==> config.mk <==
export PLATFORM = sky130hd
export DESIGN_NAME = uart_loader
export DESIGN_NICKNAME = d
export VERILOG_FILES = /design/src/rtl/uart_loader.sv
export SDC_FILE = /design/constraint.sdc
export NUM_CORES = 1
export LEC_CHECK = 0
export ABC_AREA = 1
export BUFFER_PORTS_ARGS = -buffer_cell sky130_fd_sc_hd__buf_2
export CORE_ASPECT_RATIO = 1.5
export CORE_MARGIN = 4
export CORE_UTILIZATION = 50
export CTS_CLUSTER_DIAMETER = 60
export CTS_CLUSTER_SIZE = 30
export DETAILED_ROUTE_END_ITERATION = 16
export GPL_TIMING_DRIVEN = 0
export PLACE_DENSITY = 0.68
export REMOVE_ABC_BUFFERS = 1
export SLEW_MARGIN = 20
export SYNTH_ARGS = -nofsm -noshare
export SYNTH_HDL_FRONTEND = slang
export SYNTH_SLANG_ARGS = --single-unit
==> constraint.sdc <==
create_clock -name clk -period 2.75 [get_ports clk]
set_input_delay 0.4125 -clock clk [delete_from_list [all_inputs] [get_ports clk]]
set_output_delay 0.4125 -clock clk [all_outputs]
set_load 0.05 [all_outputs]
==> src/rtl/uart_loader.sv <==
// UART program loader: receives a framed image on uart_rx and writes it word-by-word into memory,
// holding the core in reset until a load completes with a good checksum.
//  state | meaning
//  IDLE  | after reset, waiting for 0xA5 magic
//  LEN0  | expecting N[7:0]
//  LEN1  | expecting N[15:8]
//  DATA  | collecting 4*N data bytes, one write per 4 bytes
//  CSUM  | expecting XOR of all data bytes
//  DONE  | load good, core released, waiting for next 0xA5
//  ERR   | load aborted, core held, waiting for next 0xA5
module uart_loader #(
    parameter int          CLK_HZ       = 12_000_000,
    parameter int          BAUD         = 115_200,
    parameter logic [31:0] BASE_ADDR    = 32'h0,
    parameter int          TIMEOUT_BITS = 256,
    parameter bit          BOOT_WAIT    = 1'b1
) (
    input  logic        clk,
    input  logic        rst_n,
    input  logic        uart_rx,
    output logic        mem_wen,
    output logic [31:0] mem_wa,
    output logic [31:0] mem_wd,
    output logic [2:0]  mem_funct3,
    output logic        cpu_rst_n,
    output logic        done,
    output logic        err
);
    localparam int CLKS_PER_BIT = CLK_HZ / BAUD;
    localparam int TO_CYCLES    = TIMEOUT_BITS * CLKS_PER_BIT;
    localparam int BIT_W        = $clog2(CLKS_PER_BIT + 1);
    localparam int TO_W         = $clog2(TO_CYCLES + 1);

    typedef enum logic [2:0] {IDLE, LEN0, LEN1, DATA, CSUM, DONE, ERR} state_t;

    logic             rx_s1, rx_s2, rx_d;
    logic             rx_active;
    logic [BIT_W-1:0] rx_cnt;
    logic [3:0]       rx_idx;
    logic [7:0]       rx_byte;
    logic             byte_valid, frame_err;

    // rx_idx: 0 = start bit, 1..8 = data bits, 9 = stop bit
    always_ff @(posedge clk or negedge rst_n) begin
        if (!rst_n) begin
            rx_s1      <= 1'b1;
            rx_s2      <= 1'b1;
            rx_d       <= 1'b1;
            rx_active  <= 1'b0;
            rx_cnt     <= '0;
            rx_idx     <= '0;
            rx_byte    <= '0;
            byte_valid <= 1'b0;
            frame_err  <= 1'b0;
        end else begin
            rx_s1      <= uart_rx;
            rx_s2      <= rx_s1;
            rx_d       <= rx_s2;
            byte_valid <= 1'b0;
            frame_err  <= 1'b0;
            if (!rx_active) begin
                if (rx_d && !rx_s2) begin
                    rx_active <= 1'b1;
                    rx_idx    <= 4'd0;
                    rx_cnt    <= BIT_W'(CLKS_PER_BIT / 2 - 1);
                end
            end else if (rx_cnt != '0) begin
                rx_cnt <= rx_cnt - BIT_W'(1);
            end else begin
                rx_cnt <= BIT_W'(CLKS_PER_BIT - 1);
                rx_idx <= rx_idx + 4'd1;
                if (rx_idx == 4'd0) begin
                    if (rx_s2) rx_active <= 1'b0;
                end else if (rx_idx <= 4'd8) begin
                    rx_byte <= {rx_s2, rx_byte[7:1]};
                end else begin
                    rx_active  <= 1'b0;
                    byte_valid <= rx_s2;
                    frame_err  <= !rx_s2;
                end
            end
        end
    end

    state_t          state, next_state;
    logic [7:0]      len_lo, csum;
    logic [15:0]     words_left;
    logic [1:0]      byte_idx;
    logic [23:0]     word_sh;
    logic [31:0]     addr;
    logic [TO_W-1:0] to_cnt;
    logic            in_frame, start_frame, store_word;

    assign mem_funct3 = 3'b010;
    assign in_frame   = (state == LEN0) || (state == LEN1) || (state == DATA) || (state == CSUM);

    always_comb begin
        next_state  = state;
        start_frame = 1'b0;
        store_word  = 1'b0;
        case (state)
            LEN0: if (byte_valid) next_state = LEN1;
            LEN1: if (byte_valid) next_state = ({rx_byte, len_lo} == 16'd0) ? CSUM : DATA;
            DATA: if (byte_valid && byte_idx == 2'd3) begin
                store_word = 1'b1;
                if (words_left == 16'd1) next_state = CSUM;
            end
            CSUM: if (byte_valid) next_state = (rx_byte == csum) ? DONE : ERR;
            default: if (byte_valid && rx_byte == 8'hA5) begin
                next_state  = LEN0;
                start_frame = 1'b1;
            end
        endcase
        if (in_frame && (frame_err || to_cnt == '0)) next_state = ERR;
    end

    always_ff @(posedge clk or negedge rst_n) begin
        if (!rst_n) begin
            state      <= IDLE;
            mem_wen    <= 1'b0;
            mem_wa     <= BASE_ADDR;
            mem_wd     <= '0;
            cpu_rst_n  <= !BOOT_WAIT;
            done       <= 1'b0;
            err        <= 1'b0;
            len_lo     <= '0;
            csum       <= '0;
            words_left <= '0;
            byte_idx   <= '0;
            word_sh    <= '0;
            addr       <= BASE_ADDR;
            to_cnt     <= '0;
        end else begin
            state   <= next_state;
            mem_wen <= store_word;
            if (in_frame) to_cnt <= byte_valid ? TO_W'(TO_CYCLES - 1) : to_cnt - TO_W'(1);
            if (start_frame) begin
                to_cnt    <= TO_W'(TO_CYCLES - 1);
                cpu_rst_n <= 1'b0;
                done      <= 1'b0;
                err       <= 1'b0;
                addr      <= BASE_ADDR;
                csum      <= '0;
                byte_idx  <= '0;
            end
            if (byte_valid) begin
                if (state == LEN0) len_lo <= rx_byte;
                if (state == LEN1) words_left <= {rx_byte, len_lo};
                if (state == DATA) begin
                    csum     <= csum ^ rx_byte;
                    byte_idx <= byte_idx + 2'd1;
                    word_sh  <= {rx_byte, word_sh[23:8]};
                end
            end
            if (store_word) begin
                mem_wa     <= addr;
                mem_wd     <= {rx_byte, word_sh};
                addr       <= addr + 32'd4;
                words_left <= words_left - 16'd1;
            end
            if (next_state == DONE && state != DONE) begin
                done      <= 1'b1;
                cpu_rst_n <= 1'b1;
            end
            if (next_state == ERR && state != ERR) err <= 1'b1;
        end
    end
endmodule

==> results.yml <==
sta:
  finalSetupViolations: 0
  hold_viol: 0
  rsz0062_at_grt: "no"
  whs_ns: 0.0674
  clock-skew-final_ns: 0.0118
  setup_tns_ns: 0
  min_period_over_period: 0.865
  worst_slew_pin_slew_ns: 0.889
  fin_ws_ns: 0.370
  maxSlewHeadroom: 0.407
  period_minus_slack_ns: 2.38
  fmax_mhz: 420
  finalMaxSlewViolations: 0
worst_setup_path:
  cp_slowest_cell: "inv_6"
  path_max_fanout: 133
  crit_family: "buffers and inverters"
  worstSetupStartpointType: "flip-flop"
  crit_buf_inv: 3
  critical-path-max-stage-delay_ns: 0.59
  critPathKind: "reg2reg"
  end_kind: "flip-flop"
  crit_arrival_ns: 2.69
  required_ns: 3.06
  path_cells: "nand2_1, nor2_4, buf_16, buf_16, inv_6, o21ai_0, o21ai_0, o21ai_0"
  crit_top_cell: "o21ai_0"
logic_synthesis:
  synthCells: 1079
  synth_ff_type: "dfrtp_1"
  synth.distinct_cells: 47
  synth-edff-count: 0
  yosysWarnings: 0
  ys_ff_latch: 196
  syn_area_per_cell_um2: 8.50
  netlist_area_mm2: 0.00918
  synthArstFlopShare: 1.00
  yosysSeqAreaShare: 0.535
route:
  route.detailed.drc: 0
  num_vias: 7129
  via_per_inst: 5.24
  drtIter0Drc: 416
  wl_per_cell_um: 13.9
  ant_nets: 0
  drt_pre_antenna_iters: 5
  totalWireLength_mm: 18.9
floorplanning:
  die_h_um: 174
  core_mm2: 0.0180
  rows: 60
  io_pins: 74
  die_x_um: 119
  die-area_mm2: 0.0206
  start_util: 0.509
global_routing:
  first_global_vias: 7068
  grt_usage: 0.195
  grt_pass1_wl_mm: 33.3
  grt_antenna_before_repair: 0
  grt_max_degree: 134
  grt_remaining_overflow: 0
finish:
  mostFrequentLayoutCell: "nand2_1"
  drive_gt1_frac: 0.128
  antenna_cells: 0
  seq_area_mm2: 0.00491
  finalNetCount: 1142
  fin_util: 0.573
  mostFrequentLayoutCells: "265 x nand2_1, 193 x dfrtp_1, 132 x o21ai_0"
  area_growth_pct: 12.5
  multi_input_area_mm2: 0.00356
  fillCellCount: 1652
  layoutNonFillerInstCount: 1361
placed_design:
  place_ws_ns: 0.0353
  io_buffers: 68
  dp_hpwl_mm: 13.0
  gp_congestion: 0.846
  dp_cells: 1327
power_and_ir_drop:
  peakVddDrop_uv: 443
  leakagePower_nw: 5.07
  powerDensity_mw_per_mm2: 582
cts:
  clkLatencyLatePin_ns: 0.44
  cts_tree: "built"
  clkTransAtPathRegs_ns: 0.07
  clk_path_buf_depth: 2
  root_buffer: "clkbuf_16"
  cts_buffers: 17
  cts_sinks: 196
  htreeDepth: 4
run:
  maxCapViolCount: 0
outcome:
  outcome: "finished, final reports clean"
worst_hold_path:
  hp-class: "in2reg"
final timing paths:
check	start	endpoint	slack, ns	cells after the start
worst max-delay path	byte_valid	words_left[14]	0.37	8
worst min-delay path	uart_rx	rx_s1	0.07	1
worst max register to register	byte_valid	words_left[14]	0.37	8
worst min register to register	rx_s1	rx_s2	0.36	0
max in group asynchronous	rst_n	rx_d	1.23	4
min in group asynchronous	rst_n	mem_wa[5]	0.41	2
power breakdown:
group          switching, W  total [W]  leakage (nW)  internal (W)
Combinational      0.000252   0.000380          2.06      0.000128
Clock               0.00118    0.00260         0.302       0.00141
Sequential        0.0000727    0.00303          2.71       0.00296
worst register-to-register path, stage by stage, from the launching register on:
cell and delay [ns]:
dfrtp_1 0.53, nand2_1 0.21, nor2_4 0.06, buf_16 0.16, buf_16 0.16, inv_6 0.59
o21ai_0 0.29, o21ai_0 0.13, o21ai_0 0.12
through the flow:
step                      total power (W)  instance area [um2]
final                             0.00601                10300
after global routing              0.00628                10300
after CTS                         0.00608                10300
after detailed placement          0.00348                 9670
after global placement            0.00345                 9550
after floorplan                   0.00332                 8930
per-layer routing:
layer,track usage,up-vias,part of all wire
met3,0.0332,32,0.031
met5,0,-,0
met4,0.0773,0,0.025
li1,-,3584,-
met1,0.243,3391,0.44
met2,0.337,122,0.51
flip-flops by register name (all words and copies together), names as in the netlist, 2 cells and up:
name,cells
mem_wd,32
addr,30
mem_wa,30
word_sh,24
words_left,16
to_cnt,15
csum,8
len_lo,8
rx_byte,8
rx_cnt,7
rx_idx,4
state,3
byte_idx,2
cells in the mapped netlist, types with 2 or more instances:
cell        n  area, um2
nand2_1   265        995
clkbuf_1   11       41.3
nor3_1     12       60.1
inv_2       4       15.0
xnor2_1    10       87.6
dfstp_2     3       78.8
inv_4       3       18.8
a22oi_1     5       37.5
or2_0       2       12.5
nand4_1     7       43.8
o221ai_1    3       26.3
buf_2      21        105
o22ai_2     2       25.0
nor2_4      7       78.8
o21ai_1    27        135
nand3_2     4       40.0
o21a_1      6       45.0
nor2_1     92        345
nor2_2      8       50.1
o211ai_1    7       52.6
buf_6       4       45.0
xor2_1     14        123
ha_1        8        100
nand2_2     3       18.8
a21oi_1    22        110
buf_4       8       60.1
nand3_1    44        220
nand3b_1    2       15.0
o22ai_1    11       68.8
o31ai_1     3       22.5
o21ai_0   132        661
dfrtp_1   193       4830
inv_1     118        443
nor3_2      3       30.0
conb_1      2       7.51
a31oi_1     2       12.5
kinds of logic after synthesis:
kind of cell,Yosys count,share of synthesized area
xor gates and xnor gates,24,0.0229
other,2,0.000819
DFF,196,0.535
muxes,1,0.00109
adders and majority gates,8,0.0109
and+or+nand+nor,453,0.214
AOI/OAI and AO/OA,226,0.136
buffers and inverters,169,0.0794
final cells by class:
cell class | count | area share
Clock inverter | 14 | 0.0181
Multi-Input combinational cell | 717 | 0.345
Timing Repair Buffer | 74 | 0.0463
Tap cell | 217 | 0.0263
Clock buffer | 18 | 0.0426
Inverter | 125 | 0.0464
Sequential cell | 196 | 0.476
timing repair:
action,CTS,global route
endpoints found under the setup margin,2,6
hold buffers,1,0
gates cloned,0,0
hold endpoints to repair,29,0
buffers inserted,0,1
pin swaps,0,1
gates resized for setup,1,0
No activity file was read; power rests on OpenSTA's default activity.
